[src/rtl/alu_pkg.sv]
// Shared definitions for the sequential ALU: operation codes, FSM states
// and the iteration-counter width helper.
package alu_pkg;

  localparam logic [1:0] OP_ADD = 2'b00;
  localparam logic [1:0] OP_SUB = 2'b01;
  localparam logic [1:0] OP_MUL = 2'b10;
  localparam logic [1:0] OP_DIV = 2'b11;

  typedef enum logic [1:0] {
    IDLE = 2'd0,
    RUN  = 2'd1,
    FIN  = 2'd2
  } state_t;

  // Counter must be able to hold WIDTH itself.
  function automatic int cnt_w(input int width);
    return $clog2(width + 1);
  endfunction

endpackage

[src/rtl/seq_muldiv_core.sv]
// Iterative magnitude multiplier / restoring divider, one step per cycle.
// hi/lo hold {product_hi, product_lo} for mul and {remainder, quotient} for div.
module seq_muldiv_core
  import alu_pkg::*;
#(
  parameter int WIDTH = 8
) (
  input  logic             clk,
  input  logic             rst,
  input  logic             load,
  input  logic             run,
  input  logic             is_div,
  input  logic [WIDTH-1:0] mag_a,
  input  logic [WIDTH-1:0] mag_b,
  output logic             last,
  output logic [WIDTH-1:0] hi,
  output logic [WIDTH-1:0] lo
);

  localparam int CNT_W = cnt_w(WIDTH);

  logic [CNT_W-1:0] cnt_reg;
  logic [WIDTH-1:0] hi_reg, lo_reg, b_reg;
  logic [WIDTH-1:0] hi_next, lo_next;
  logic [WIDTH:0]   mul_sum, div_sh, div_diff;

  always_comb begin
    mul_sum  = {1'b0, hi_reg} + (lo_reg[0] ? {1'b0, b_reg} : '0);
    div_sh   = {hi_reg, lo_reg[WIDTH-1]};
    div_diff = div_sh - {1'b0, b_reg};
    hi_next  = mul_sum[WIDTH:1];
    lo_next  = {mul_sum[0], lo_reg[WIDTH-1:1]};
    if (is_div) begin
      // Partial remainder stays below the divisor, so the difference fits WIDTH bits.
      if (div_sh >= {1'b0, b_reg}) begin
        hi_next = div_diff[WIDTH-1:0];
        lo_next = {lo_reg[WIDTH-2:0], 1'b1};
      end else begin
        hi_next = div_sh[WIDTH-1:0];
        lo_next = {lo_reg[WIDTH-2:0], 1'b0};
      end
    end
  end

  always_ff @(posedge clk or negedge rst) begin
    if (!rst) begin
      cnt_reg <= '0;
      hi_reg  <= '0;
      lo_reg  <= '0;
      b_reg   <= '0;
    end else if (load) begin
      cnt_reg <= CNT_W'(WIDTH);
      hi_reg  <= '0;
      lo_reg  <= mag_a;
      b_reg   <= mag_b;
    end else if (run) begin
      cnt_reg <= cnt_reg - CNT_W'(1);
      hi_reg  <= hi_next;
      lo_reg  <= lo_next;
    end
  end

  assign last = (cnt_reg == CNT_W'(1));
  assign hi   = hi_reg;
  assign lo   = lo_reg;

endmodule

[src/rtl/alu_seq_param.sv]
// Parametrised sequential ALU with start/busy/done handshake. Add/sub finish
// in one cycle; mul/div iterate WIDTH steps in seq_muldiv_core on magnitudes.
module alu_seq_param
  import alu_pkg::*;
#(
  parameter int WIDTH = 8
) (
  input  logic               clk,
  input  logic               rst,
  input  logic               start,
  input  logic [1:0]         select,
  input  logic               signed_mode,
  input  logic [WIDTH-1:0]   A,
  input  logic [WIDTH-1:0]   B,
  output logic               busy,
  output logic               done,
  output logic [2*WIDTH-1:0] result,
  output logic               overflow,
  output logic               negative,
  output logic               zero,
  output logic               carry_out,
  output logic               divisionBy0
);

  localparam logic [WIDTH-1:0] S_MIN = {1'b1, {(WIDTH-1){1'b0}}};

  state_t state_reg, state_next;

  logic [1:0]         op_reg;
  logic               sm_reg, dbz_reg;
  logic [WIDTH-1:0]   a_reg, b_reg;
  logic               accept;
  logic [WIDTH-1:0]   mag_a, mag_b, core_hi, core_lo;
  logic               core_last;

  logic               done_reg, ovf_reg, neg_reg, zero_reg, carry_reg, dbz_out_reg;
  logic [2*WIDTH-1:0] result_reg;

  logic [2*WIDTH-1:0] res_next, prod_mag, prod_s;
  logic               ovf_next, neg_next, zero_next, carry_next, dbz_next;
  logic [WIDTH:0]     as_full;
  logic [WIDTH-1:0]   addend, quo_s, rem_s;
  logic [WIDTH:0]     prod_top;
  logic               a_neg, b_neg, is_sub, sign_ovf;

  assign accept = (state_reg == IDLE) && start;
  assign mag_a  = (signed_mode && A[WIDTH-1]) ? ('0 - A) : A;
  assign mag_b  = (signed_mode && B[WIDTH-1]) ? ('0 - B) : B;

  seq_muldiv_core #(.WIDTH(WIDTH)) u_core (
    .clk    (clk),
    .rst    (rst),
    .load   (accept),
    .run    (state_reg == RUN),
    .is_div (op_reg == OP_DIV),
    .mag_a  (mag_a),
    .mag_b  (mag_b),
    .last   (core_last),
    .hi     (core_hi),
    .lo     (core_lo)
  );

  always_ff @(posedge clk or negedge rst) begin
    if (!rst) state_reg <= IDLE;
    else      state_reg <= state_next;
  end

  always_comb begin
    state_next = state_reg;
    case (state_reg)
      IDLE: if (start) begin
        if (select == OP_MUL || (select == OP_DIV && B != '0)) state_next = RUN;
        else                                                     state_next = FIN;
      end
      RUN:     if (core_last) state_next = FIN;
      FIN:     state_next = IDLE;
      default: state_next = IDLE;
    endcase
  end

  always_comb begin
    busy = (state_reg != IDLE);
  end

  always_ff @(posedge clk or negedge rst) begin
    if (!rst) begin
      op_reg  <= OP_ADD;
      sm_reg  <= 1'b0;
      dbz_reg <= 1'b0;
      a_reg   <= '0;
      b_reg   <= '0;
    end else if (accept) begin
      op_reg  <= select;
      sm_reg  <= signed_mode;
      dbz_reg <= (select == OP_DIV) && (B == '0);
      a_reg   <= A;
      b_reg   <= B;
    end
  end

  // Result and flags from the latched operands and the core's magnitudes.
  always_comb begin
    a_neg      = sm_reg & a_reg[WIDTH-1];
    b_neg      = sm_reg & b_reg[WIDTH-1];
    is_sub     = (op_reg == OP_SUB);
    addend     = is_sub ? ~b_reg : b_reg;
    as_full    = {1'b0, a_reg} + {1'b0, addend} + {{WIDTH{1'b0}}, is_sub};
    sign_ovf   = (a_reg[WIDTH-1] == addend[WIDTH-1]) && (as_full[WIDTH-1] != a_reg[WIDTH-1]);
    prod_mag   = {core_hi, core_lo};
    prod_s     = (a_neg ^ b_neg) ? ('0 - prod_mag) : prod_mag;
    prod_top   = prod_s[2*WIDTH-1:WIDTH-1];
    quo_s      = (a_neg ^ b_neg) ? ('0 - core_lo) : core_lo;
    rem_s      = a_neg ? ('0 - core_hi) : core_hi;
    res_next   = '0;
    ovf_next   = 1'b0;
    neg_next   = 1'b0;
    zero_next  = 1'b0;
    carry_next = 1'b0;
    dbz_next   = 1'b0;
    case (op_reg)
      OP_ADD, OP_SUB: begin
        res_next   = {{WIDTH{1'b0}}, as_full[WIDTH-1:0]};
        carry_next = as_full[WIDTH];
        ovf_next   = sm_reg ? sign_ovf : (is_sub ? ~as_full[WIDTH] : as_full[WIDTH]);
        neg_next   = sm_reg ? as_full[WIDTH-1] : (is_sub & ~as_full[WIDTH]);
        zero_next  = (as_full[WIDTH-1:0] == '0);
      end
      OP_MUL: begin
        res_next  = prod_s;
        ovf_next  = sm_reg ? ~((&prod_top) | ~(|prod_top)) : (|prod_mag[2*WIDTH-1:WIDTH]);
        neg_next  = sm_reg & prod_s[2*WIDTH-1];
        zero_next = (prod_s == '0);
      end
      default: begin
        if (dbz_reg) begin
          res_next = {{WIDTH{1'b1}}, a_reg};
          dbz_next = 1'b1;
          neg_next = sm_reg;
        end else begin
          // MIN / -1: magnitude quotient 2^(WIDTH-1) already reads as MIN.
          res_next  = {quo_s, rem_s};
          ovf_next  = sm_reg && (a_reg == S_MIN) && (&b_reg);
          neg_next  = sm_reg & quo_s[WIDTH-1];
          zero_next = (quo_s == '0);
        end
      end
    endcase
  end

  always_ff @(posedge clk or negedge rst) begin
    if (!rst) begin
      done_reg    <= 1'b0;
      result_reg  <= '0;
      ovf_reg     <= 1'b0;
      neg_reg     <= 1'b0;
      zero_reg    <= 1'b0;
      carry_reg   <= 1'b0;
      dbz_out_reg <= 1'b0;
    end else begin
      done_reg <= (state_reg == FIN);
      if (state_reg == FIN) begin
        result_reg  <= res_next;
        ovf_reg     <= ovf_next;
        neg_reg     <= neg_next;
        zero_reg    <= zero_next;
        carry_reg   <= carry_next;
        dbz_out_reg <= dbz_next;
      end
    end
  end

  assign done        = done_reg;
  assign result      = result_reg;
  assign overflow    = ovf_reg;
  assign negative    = neg_reg;
  assign zero        = zero_reg;
  assign carry_out   = carry_reg;
  assign divisionBy0 = dbz_out_reg;

endmodule

[config.mk]
export PLATFORM = sky130hd
export DESIGN_NAME = alu_seq_param
export DESIGN_NICKNAME = d
export VERILOG_FILES = /design/src/rtl/alu_pkg.sv /design/src/rtl/seq_muldiv_core.sv /design/src/rtl/alu_seq_param.sv
export SDC_FILE = /design/constraint.sdc
export NUM_CORES = 1
export LEC_CHECK = 0
export CAP_MARGIN = 0
export CORE_ASPECT_RATIO = 0.7
export CORE_MARGIN = 4
export CORE_UTILIZATION = 35
export CTS_BUF_LIST = sky130_fd_sc_hd__clkbuf_4
export DETAILED_ROUTE_END_ITERATION = 10
export DONT_BUFFER_PORTS = 1
export GPL_TIMING_DRIVEN = 0
export PLACE_DENSITY = 0.48
export SYNTH_ARGS = -nofsm -noshare
export SYNTH_HDL_FRONTEND = slang
export SYNTH_SLANG_ARGS = --single-unit
[constraint.sdc]
create_clock -name clk -period 3.5 [get_ports clk]
set_input_delay 0 -clock clk [delete_from_list [all_inputs] [get_ports clk]]
set_output_delay 0 -clock clk [all_outputs]
set_load 0.02 [all_outputs]
# After elaboration in Yosys (flattened, before gate mapping)
# Index checks and enable logic that the tools add are counted.
# totals
register_bits,72
inputBits,22
output_inout_bits,23
word_cells,113
# op_classes
addsub,10
magnitude_cmp,1
n_eq_ne,13
mux,36
n_bitwise,11
reduce_logical,25
# op_table
op,n
$mux W8,13
$mux W16,2
$pmux W16 S2,1
$sub A1 B8 Y8 const A,4
$logic_not A8 Y1,3
$add A8 B8 Y9,2
$logic_not A16 Y1,1
$sub A1 B16 Y16 const A,1
$mux W1,11
$eq A2 B2 Y1 const B,5
$add A9 B1 Y9,1
$ge A9 B8 Y1,1
$reduce_and A9 Y1,1
$reduce_or A9 Y1,1
$eq A8 B8 Y1 const B,1
$logic_and A1 B1 Y1,8
$mux W4,2
$not A8 Y8,1
$reduce_and A8 Y1,1
$reduce_bool A8 Y1,1
$reduce_or A8 Y1,1
$sub A8 B8 Y8,1
$mux W2,3
$pmux W1 S2,3
17 further kinds,27

# Logic depth before layout (Yosys ltp)
# Gate-level depths: netlist of run 1.
# depth
word_depth,9
depth_mapped,15
ltp_nobuf,14

# Hierarchy
# Synthesis of run 1 repeated with hierarchy kept, for this count alone.
# unflattened
cells_unflattened,634
area_unflattened_um2,5675.4
# by_module_without_submodules
module,n_inst,cells_per_inst,area_per_inst_um2
alu_seq_param,1,390,3534.6
seq_muldiv_core,1,244,2140.8

# Worst setup path after synthesis of run 1
# No wires, ideal clock.
# synth_timing
path_type,reg2reg
from,reg op_reg[0]
to,"reg ovf_reg, in the netlist overflow"
setup_ns,0.082
arrival_time_ns,3.104
required_ns,3.418
setup_slack_ns,0.313
path_stages_with_launch,16
synth_period_minus_slack_ns,3.187
path_cell_list,dfrtp_1 buf_6 clkbuf_1 nand2_1 xnor2_1 fa_1 a21o_1 a21oi_1 o21ai_0 a21oi_1 nor2_1 nor2_1 ha_1 o311ai_0 a31oi_1 o22ai_1
# synth_via
elab_chain_len,8
word_cells_on_any_way,14
classes_between,add/sub (2); eq/ne (4); mux (4); bitwise (1); reduce/logical (3)
# synth_lines
item,line,text
from (decl),alu_seq_param.sv:29,logic [1:0] op_reg;
from (signal assigned),alu_seq_param.sv:93,op_reg <= select;
$eq A2 B1 Y1,"alu_seq_param.sv:105, alu_seq_param.sv:120",
$mux W8,alu_seq_param.sv:106,addend = is_sub ? ~b_reg : b_reg;
$add A8 B8 Y9,alu_seq_param.sv:107,"as_full = {1'b0, a_reg} + {1'b0, addend} + {{WIDTH{1'b0}}, is_sub};"
$add A9 B1 Y9,alu_seq_param.sv:107,
$ne A1 B1 Y1 / $not A1 Y1 (equally long branches),"alu_seq_param.sv:108, alu_seq_param.sv:124",
$logic_and A1 B1 Y1 / $mux W1 (equally long branches),"alu_seq_param.sv:108, alu_seq_param.sv:124",
$mux W1,alu_seq_param.sv:124,ovf_next = sm_reg ? sign_ovf : (is_sub ? ~as_full[WIDTH] : as_full[WIDTH]);
$pmux W1 S2 (*),alu_seq_param.sv:120,case (op_reg)
to (signal assigned),alu_seq_param.sv:163,ovf_reg <= ovf_next;
to (decl),alu_seq_param.sv:36,"logic done_reg, ovf_reg, neg_reg, zero_reg, carry_reg, dbz_out_reg;"
# Every way passes the cells marked *; elsewhere a longest branch is shown, timed or not.
# A chain may end at the register's enable or synchronous reset.

# Worst setup path in the final report of run 1
# layout_timing
from,"reg u_core.hi_reg[0], in the netlist u_core.hi[0]"
to,"reg ovf_reg, in the netlist overflow"
# layout_via
elab_chain_len,8
word_cells_on_any_way,10
classes_between,add/sub (1); mux (3); bitwise (3); reduce/logical (3)
# layout_lines
item,line,text
from (decl),seq_muldiv_core.sv:23,"logic [WIDTH-1:0] hi_reg, lo_reg, b_reg;"
from (signal assigned),seq_muldiv_core.sv:58,hi_reg <= hi_next;
$sub A1 B16 Y16,alu_seq_param.sv:110,prod_s = (a_neg ^ b_neg) ? ('0 - prod_mag) : prod_mag;
$mux W16,alu_seq_param.sv:110,
$reduce_or A9 Y1,alu_seq_param.sv:130,ovf_next = sm_reg ? ~((&prod_top) | ~(|prod_top)) : (|prod_mag[2*WIDTH-1:WIDTH]);
$not A1 Y1,alu_seq_param.sv:130,
$or A1 B1 Y1,alu_seq_param.sv:130,
$not A1 Y1,alu_seq_param.sv:130,
$mux W1 (*),alu_seq_param.sv:130,
$pmux W1 S2 (*),alu_seq_param.sv:120,
# Marks and branches as above.

==> results of run 1 <==
-- synth_stat cells (all sizes together), types with 3 or more instances --
library cell	instances	share of area, %
or4	3	0.53
and4	3	0.47
buf	15	2.7
nand4	3	0.33
o31ai	7	0.93
a21oi	45	4.0
mux2	7	1.4
o311ai	4	1.1
nand3	21	1.9
xnor2	40	6.2
nand2b	8	0.89
ha	32	7.1
a21o	6	0.80
a31oi	7	0.78
clkbuf	28	1.9
o221ai	4	0.62
o21a	6	0.80
nor2	50	3.3
xor2	16	2.5
o211ai	21	2.8
and2	4	0.47
fa	3	1.1
o22ai	6	0.67
nor4	9	1.0
a211oi	4	0.62
mux2i	8	1.4
inv	33	2.2
or3	9	1.0
nand2	104	6.9
nor3b	4	0.53
o21ai	59	5.2
nor3	13	1.2
dfrtp	71	32
-- cell usage in the layout, fill, tap and decap left out, types with 6 or more instances in the layout --
cell,synthesis,routed
nand2_1,104,103
dfrtp_1,71,71
o21ai_0,59,58
nor2_1,50,49
a21oi_1,45,44
xnor2_1,40,40
inv_1,33,33
ha_1,32,32
clkbuf_1,27,26
dlygate4sd3_1,0,22
nand3_1,21,21
o211ai_1,21,21
xor2_1,16,16
nor3_1,13,13
buf_6,11,11
nor4_1,9,9
clkbuf_4,0,9
nand2b_1,8,8
or3_1,8,8
mux2i_1,8,8
mux2_2,7,7
a31oi_1,7,7
o31ai_1,7,7
a21o_1,6,6
o22ai_1,6,6
o21a_1,6,6
-- final cells by class --
class | instances | area, µm² | share of cell area, %
multi-input cells | 539 | 3480 | 55.2
flip-flops and latches | 71 | 1780 | 28.2
plain buffers | 42 | 253 | 4.01
well taps | 200 | 250 | 3.97
repair buffers | 23 | 248 | 3.93
inverters | 35 | 136 | 2.16
clock inverters | 7 | 95.1 | 1.51
clock buffers | 9 | 67.6 | 1.07
-- through the flow --
step	cells	cell area [µm²]	power (mW)	util, %
floorplan	688	5630	4.81	-
global placement	888	5880	6.00	37.6
detailed placement	888	5880	6.04	37.6
CTS	926	6290	6.76	40.2
global route	926	6300	7.42	40.3
finish	926	6300	6.83	40.3
-- where the power goes --
part	total [mW]	switching (mW)	internal [mW]
Clock	0.634	0.342	0.292
Combinational	4.51	2.78	1.74
Sequential	1.68	0.516	1.17
-- how the worst max path moves through the flow --
stage | from | to | slack, ns
detailed placement | op_reg[0]$_DFFE_PN0P_ | overflow$_DFFE_PN0P_ | -0.34
floorplan | op_reg[0]$_DFFE_PN0P_ | overflow$_DFFE_PN0P_ | 0.31
global route | op_reg[1]$_DFFE_PN0P_ | overflow$_DFFE_PN0P_ | -0.007
finish | u_core.hi[0]$_DFFE_PN0P_ | overflow$_DFFE_PN0P_ | 0.20
global placement | op_reg[0]$_DFFE_PN0P_ | overflow$_DFFE_PN0P_ | -0.33
CTS | op_reg[1]$_DFFE_PN0P_ | overflow$_DFFE_PN0P_ | 0.16
-- per-layer routing --
layer	share of wire (%)	wire length, µm	up-vias	global-route usage [%]
met5	0	0	-	0
met4	1.3	240	0	5.20
met3	8.2	1530	16	5.87
met2	41	7590	201	29.9
met1	50	9330	2574	31.5
li1	-	-	2498	-
-- critical path, delay by kind of cell, from the launching register on --
| family | cells | cell delay (ns) |
|---|---|---|
| adders and majority gates | 1 | 0.21 |
| AOI/OAI and AO/OA | 4 | 1.13 |
| buffers and inverters | 2 | 0.29 |
| DFF | 1 | 0.48 |
| and+or+nand+nor | 3 | 1.07 |
-- cells by family (layout without fill, tap and decap cells) --
group	Yosys count	in the layout	share of synthesized area, %
AO/OA/AOI/OAI	189	189	21.5
XOR/XNOR	56	56	8.72
adder cells (fa/ha/maj)	35	35	8.19
buffers and inverters	78	116	6.89
flip-flops	71	71	31.6
multiplexers	15	15	2.82
AND/OR/NAND/NOR	244	244	20.3
-- what timing repair did --
action,CTS,global route
hold buffers,23,0
pin swaps,0,1
resized for setup,3,5
endpoints found under the hold margin,108,0
setup endpoints to repair,3,2
==> impl_metrics.yaml, run 1 <==
sta:
  drv_slew: 0
  hold_ws_ns: 0.0541
  hold_viol_final: 0
  slew_headroom_pct: 44.1
  fin_tns_setup_ns: 0
  setup_viol: 0
  fmax_mhz: 303
  setup_slack_ns: 0.199
  worstMarginPinSlew_ns: 0.835
  clock_skew_ns: 0.0122
  fin_crit_sh_pct: 94.3
  fin_crit_ns: 3.30
global_route:
  grt_max_degree: 72
  grt_pass1_wl_mm: 30.0
  grt_usage_pct: 21.1
  globalRouteOverflowTotal: 0
  grt_pass1_vias: 5252
  antenna_found_initial: 0
die:
  die_area_mm2: 0.0182
  io_pins: 45
  chipHeight_um: 114
  die_w_um: 160
  std_cell_rows: 38
  core_mm2: 0.0156
  start_util_pct: 36.0
power:
  power_density_mw_per_mm2: 1080
  leakage_nw: 2.68
  max-vdd-ir-drop_mv: 0.379
cts:
  numCtsBuffers: 9
  cts_root_buf: "clkbuf_4"
  htree_levels: 3
  cts_sinks: 71
  clockBufferDepth: 2
  tritoncts: "yes"
  clk_latency_ns: 0.47
  cts_setup_buffers: 0
  clkTransAtPathRegs_ns: 0.13
cells_and_area:
  nets: 778
  largest_reg_flops: 16
  n_antenna_cell: 0
  synthToLayoutAreaGrowth_pct: 12.0
  fillCellCount: 1610
  drive_gt1_share_pct: 7.85
routing:
  drc: 0
  ant_nets: 0
  drtIter0Drc: 585
  wl_per_cell_um: 20.2
  wl_mm: 18.7
  vias: 5289
  viasPerCell: 5.71
  dr.pass1.iters: 5
outcome:
  status: "finished, final reports clean"
synth:
  syn_inst: 688
  netlist_area_mm2: 0.00563
  async_flop_share_pct: 100
  synth_edf_count: 0
  synth.avg_cell_area_um2: 8.18
  ys_warn_count: 0
  synth-seq-area-share_pct: 31.6
  synth_nets: 745
  synth_ff_type: "dfrtp_1"
  synth_cell_types: 64
  synth-seq-cells: 71
critical_path:
  worstSetupEndpointType: "flip-flop"
  worst_setup_path_start_kind: "flip-flop"
  worstPathArrival_ns: 3.66
  cp_cell_sequence: "buf_6 -> inv_1 -> ha_1 -> nor3b_1 -> nand3_1 -> a211o_1 -> a2111o_1 -> a211oi_2 -> and2_2 -> o22ai_1"
  crit_required_ns: 3.86
  rr_startpoint: "u_core.hi[0]$_DFFE_PN0P_"
  reg2regPathDepth: 10
  worstSetupPathType: "reg2reg"
  ff2ff_setup_slack_ns: 0.20
  max_stage_delay_ns: 0.60
  crit_fanout: 9
  worst_path_max_delay_cell: "nor3b_1"
  reg2reg_to: "overflow$_DFFE_PN0P_"
hold_path:
  hp-class: "in2async"
place:
  place_ws_ns: -0.338
  dpl.hpwl_mm: 14.5
  io_buffers: 0
  gp_congestion: 0.862
run:
  cap_viol_max_count: 0
Note: power is estimated with default switching activity, not from simulation.
==> inputs of run 2 (changes only) <==
--- a/config.mk
+++ b/config.mk
@@ -9,7 +9,7 @@
 export CORE_ASPECT_RATIO = 0.7
 export CORE_MARGIN = 4
 export CORE_UTILIZATION = 35
-export CTS_BUF_LIST = sky130_fd_sc_hd__clkbuf_4
+export CTS_BUF_LIST = sky130_fd_sc_hd__clkbuf_2
 export DETAILED_ROUTE_END_ITERATION = 10
 export DONT_BUFFER_PORTS = 1
 export GPL_TIMING_DRIVEN = 0
==> impl_metrics.yaml, run 2 (synthesis results as in run 1) <==
hold_path:
  hp-class: "in2reg"
cts:
  tritoncts: "yes"
  clk_latency_ns: 0.58
  cts_sinks: 71
  clkTransAtPathRegs_ns: 0.23
  htree_levels: 3
  numCtsBuffers: 9
  clockBufferDepth: 2
  cts_root_buf: "clkbuf_2"
critical_path:
  worst_setup_path_start_kind: "flip-flop"
  worstSetupEndpointType: "flip-flop"
  worstSetupPathType: "reg2reg"
  worst_path_max_delay_cell: "nor3b_1"
  cp_cell_sequence: "buf_6 -> inv_1 -> ha_1 -> nor3b_1 -> nand3_1 -> a211o_1 -> a2111o_1 -> a211oi_2 -> and2_2 -> o22ai_1"
  worstPathArrival_ns: 3.80
  crit_fanout: 9
  max_stage_delay_ns: 0.63
  crit_required_ns: 3.99
place:
  gp_congestion: 0.862
  dpl.hpwl_mm: 14.5
  place_ws_ns: -0.338
  io_buffers: 0
routing:
  drtIter0Drc: 544
  dr.pass1.iters: 7
  ant_nets: 0
  wl_mm: 18.9
  wl_per_cell_um: 20.1
  drc: 0
  viasPerCell: 5.72
  vias: 5368
cells_and_area:
  nets: 791
  layout_commonest_cell: "nand2_1"
  layout_common_cells: "103 x nand2_1, 70 x dfrtp_1, 58 x o21ai_0, 49 x nor2_1, 44 x a21oi_1"
  n_antenna_cell: 0
  drive_gt1_share_pct: 7.98
  synthToLayoutAreaGrowth_pct: 14.3
  fillCellCount: 1612
  multi_input_area_mm2: 0.00347
  largest_reg_flops: 16
  ff_latch_area_mm2: 0.00178
sta:
  fin_crit_ns: 3.31
  hold_viol_final: 0
  fmax_mhz: 302
  clock_skew_ns: 0.0211
  setup_viol: 0
  fin_crit_sh_pct: 94.7
  drv_slew: 0
  setup_slack_ns: 0.187
  hold_ws_ns: 0.154
  worstMarginPinSlew_ns: 0.871
  slew_headroom_pct: 41.7
die:
  start_util_pct: 36.0
  chipHeight_um: 114
  std_cell_rows: 38
  io_pins: 45
  die_w_um: 160
  core_mm2: 0.0156
  die_area_mm2: 0.0182
global_route:
  grt_pass1_vias: 5293
  grt_usage_pct: 21.2
  grt_max_degree: 72
  grt_pass1_wl_mm: 30.2
  antenna_found_initial: 0
  globalRouteOverflowTotal: 0
run:
  cap_viol_max_count: 0
outcome:
  status: "finished, final reports clean"
power:
  leakage_nw: 2.75
  max-vdd-ir-drop_mv: 0.395
  power.total_mw: 6.87
  power_density_mw_per_mm2: 1070
==> run 2: cell count changes in the layout (fill, tap and decap cells not counted) <==
cell,change
dfrtp_2,+1
buf_16,+1
clkbuf_2,+9
clkbuf_4,-9
a2111oi_1,-1
dlygate4sd3_1,+12
a2111oi_0,+1
dfrtp_1,-1
==> run 2: area by class of cell <==
cell class	count	share of cell area (%)
plain buffers	42	3.93
clock buffers	9	0.701
clock inverters	7	1.48
inverters	35	2.12
multi-input cells	539	54.1
flip-flops and latches	71	27.7
well taps	200	3.89
repair buffers	36	6.15
==> run 2: worst max-delay path, delay by kind of cell (launching register included) <==
kind	cells	cell delay, ns
AOI/OAI and AO/OA	4	1.12
and+or+nand+nor	3	1.10
DFF	1	0.51
buffers and inverters	2	0.29
adders and majority gates	1	0.20
==> run 2: what timing repair did <==
| item | in CTS | in global routing |
|---|---|---|
| resized for setup | 3 | 5 |
| endpoints found under the hold margin | 110 | 0 |
| setup buffers | 0 | 0 |
| pin swaps | 0 | 1 |
| setup endpoints to repair | 3 | 2 |
| hold buffers | 36 | 0 |
==> run 2: per-stage QoR <==
stage / cell area [µm²] / TNS [ns] / instances / util, %
finish: 6430 / 0 / 939 / 41.1
CTS: 6420 / 0 / 939 / 41.0
global route: 6430 / -0.0200 / 939 / 41.1
global placement: 5880 / -0.464 / 888 / 37.6
floorplan: 5630 / 0 / 688 / -
detailed placement: 5880 / -0.521 / 888 / 37.6
==> run 2: layer usage <==
metal	track usage [%]	wire length, µm	up-vias
li1	-	-	2525
met1	31.8	9390	2612
met2	30.4	7760	216
met3	5.69	1520	15
met4	4.74	214	0
met5	0	0	-
==> run 2: final timing paths <==
path,startpoint,to,slack (ns),cells after the start
max,u_core.hi[0]$_DFFE_PN0P_,overflow$_DFFE_PN0P_,0.19,10
min,select[1],state_reg[1]$_DFFE_PN0P_,0.15,4
max reg2reg,u_core.hi[0]$_DFFE_PN0P_,overflow$_DFFE_PN0P_,0.19,10
min reg2reg,u_core.b_reg[6]$_DFFE_PN0P_,u_core.b_reg[6]$_DFFE_PN0P_,0.51,2
max in group asynchronous,rst,a_reg[2]$_DFFE_PN0P_,2.63,4
min in group asynchronous,rst,u_core.hi[5]$_DFFE_PN0P_,0.55,4
==> run 2: report_power, final <==
part	leakage (nW)	switching [mW]	internal (mW)	total (mW)
clock	0.0843	0.338	0.240	0.577
combinational	1.78	2.80	1.82	4.61
sequential	0.891	0.517	1.17	1.68
==> inputs of run 3 (changes only) <==
--- a/config.mk
+++ b/config.mk
@@ -8,12 +8,12 @@
 export CAP_MARGIN = 0
 export CORE_ASPECT_RATIO = 0.7
 export CORE_MARGIN = 4
-export CORE_UTILIZATION = 35
+export CORE_UTILIZATION = 67
 export CTS_BUF_LIST = sky130_fd_sc_hd__clkbuf_2
 export DETAILED_ROUTE_END_ITERATION = 10
 export DONT_BUFFER_PORTS = 1
 export GPL_TIMING_DRIVEN = 0
-export PLACE_DENSITY = 0.48
+export PLACE_DENSITY = 0.82
 export SYNTH_ARGS = -nofsm -noshare
 export SYNTH_HDL_FRONTEND = slang
 export SYNTH_SLANG_ARGS = --single-unit
==> impl_metrics.yaml, run 3 (synthesis results as in run 1) <==
cells_and_area:
  stdcell_count: 837
  largest_reg_flops: 16
  nets: 790
  fillCellCount: 529
  drive_gt1_share_pct: 7.74
  layout_common_cells: "103 x nand2_1, 71 x dfrtp_1, 58 x o21ai_0, 49 x nor2_1, 43 x a21oi_1"
  n_antenna_cell: 0
  finalInstanceArea_mm2: 0.00624
  synthToLayoutAreaGrowth_pct: 10.9
  ff_latch_area_mm2: 0.00178
  multi_input_area_mm2: 0.00348
  layout_commonest_cell: "nand2_1"
critical_path:
  worstSetupEndpointType: "flip-flop"
  reg2regPathDepth: 12
  worst_setup_path_start_kind: "flip-flop"
  crit_fanout: 10
  startpoint: "op_reg[1]$_DFFE_PN0P_"
  crit_end: "zero$_DFFE_PN0P_"
  ff2ff_setup_slack_ns: 0.07
  worstSetupPathType: "reg2reg"
  crit_required_ns: 3.98
  worstPathArrival_ns: 3.91
  rr_startpoint: "op_reg[1]$_DFFE_PN0P_"
  reg2reg_to: "zero$_DFFE_PN0P_"
global_route:
  grtUsageMet2_pct: 55.2
  globalRouteOverflowTotal: 0
  grt_usage_pct: 37.6
  grt_pass1_vias: 5449
  antenna_found_initial: 0
  grt_pass1_wl_mm: 29.8
  grt_use_met1_pct: 54.1
  grt_max_degree: 72
  top_usage_layer: "met2"
  grt_use_met3_pct: 10.6
die:
  io_pins: 45
  chipHeight_um: 84.7
  start_util_pct: 70.3
  core_mm2: 0.00801
  die_w_um: 118
  std_cell_rows: 27
  die_area_mm2: 0.00995
routing:
  ant_nets: 0
  dr.pass1.iters: 6
  drtIter0Drc: 839
  wl_mm: 18.7
  drc: 0
  viasPerCell: 6.99
  vias: 5854
  wl_per_cell_um: 22.3
sta:
  fin_crit_sh_pct: 97.9
  drv_slew: 0
  fmax_mhz: 292
  rsz0062_at_grt: "no"
  clock_skew_ns: 0.0505
  hold_viol_final: 0
  setup_viol: 0
  slew_headroom_pct: 33.8
  fin_crit_ns: 3.43
  worstMarginPinSlew_ns: 0.990
  fin_tns_setup_ns: 0
power:
  p_switching_mw: 3.82
  pwr-share-comb_pct: 69.3
  p_int_mw: 3.09
  seq_power_share_pct: 24.6
  leakage_nw: 2.72
  power.share.clock_pct: 6.1
  p_sw_share_pct: 55.3
  power_density_mw_per_mm2: 1110
  max-vdd-ir-drop_mv: 1.01
cts:
  cts_sinks: 71
  numCtsBuffers: 9
  clockBufferDepth: 2
  cts_root_buf: "clkbuf_2"
  tritoncts: "yes"
  cts_setup_buffers: 0
  htree_levels: 3
  clk_latency_ns: 0.60
  clkTransAtPathRegs_ns: 0.22
place:
  place_area_mm2: 0.00575
  dpl.hpwl_mm: 12.8
  io_buffers: 0
  dp_cells: 789
  gp_congestion: 0.987
hold_path:
  hp-class: "in2async"
run:
  cap_viol_max_count: 0
outcome:
  status: "finished, final reports clean"
-- run 3: cell types whose count changed in the layout (fill, tap and decap cells not counted), sizes merged --
cell,previous run,this run
clkinvlp,1,2
dlygate4sd3,34,33
inv,35,34
bufinv,2,0
-- run 3: layout make-up --
type	count	share of cell area, %
multi-input cells	539	55.8
repair buffers	35	6.18
clock buffers	9	0.722
well taps	101	2.03
clock inverters	5	0.602
flip-flops and latches	71	28.5
inverters	35	2.15
plain buffers	42	4.05
-- run 3: repair_timing --
item                                    4_1_cts  5_1_grt
gates resized for setup                       3        5
hold buffers                                 35        0
gates cloned                                  0        0
endpoints found under the setup margin        3        2
hold endpoints to repair                    109        0
pin swaps                                     0        1
-- run 3: routing by layer --
layer | up-vias | wire [µm]
li1 | 2526 | -
met5 | - | 0
met1 | 2775 | 7740
met4 | 0 | 570
met2 | 481 | 7850
met3 | 72 | 2520
-- run 3: how the worst min path moves through the flow --
stage                                    end  start
floorplan               a_reg[0]$_DFFE_PN0P_    rst
global placement    u_core.hi[5]$_DFFE_PN0P_    rst
detailed placement  u_core.hi[5]$_DFFE_PN0P_    rst
CTS                     a_reg[7]$_DFFE_PN0P_  start
global route            b_reg[3]$_DFFE_PN0P_    rst
finish              u_core.hi[2]$_DFFE_PN0P_    rst
-- run 3: power groups by stage --
stage / Combinational, mW / Sequential (mW) / Clock (mW)
after global placement: 4.12 / 1.67 / 0
after global routing: 5.13 / 1.73 / 0.454
after detailed placement: 4.26 / 1.70 / 0
final: 4.78 / 1.70 / 0.424
after floorplan: 3.26 / 1.55 / 0
after CTS: 4.44 / 1.68 / 0.407
-- run 3: stage by stage --
| stage | power [mW] | hold WS (ns) | utilization [%] | worst slack, ns |
|---|---|---|---|---|
| 2_1_floorplan | 4.81 | -0.296 | - | 0.313 |
| 3_3_place_gp | 5.79 | -0.293 | 71.8 | -0.267 |
| 3_5_place_dp | 5.96 | -0.292 | 71.8 | -0.372 |
| 4_1_cts | 6.53 | 0.0644 | 77.7 | 0.0586 |
| 5_1_grt | 7.31 | 0.0547 | 77.9 | 0.0176 |
| 6_report | 6.91 | 0.0495 | 77.9 | 0.0730 |
-- run 3: worst max-delay path, cell delays in order (launching register included) --
cell     delay (ns)
dfrtp_1        0.43
buf_6          0.15
inv_4          0.13
nand2_4        0.13
xnor2_1        0.29
ha_1           0.30
o21a_1         0.20
o22ai_1        0.25
o21a_1         0.24
o21ai_0        0.21
xnor2_1        0.25
or4_1          0.58
a31oi_1        0.16
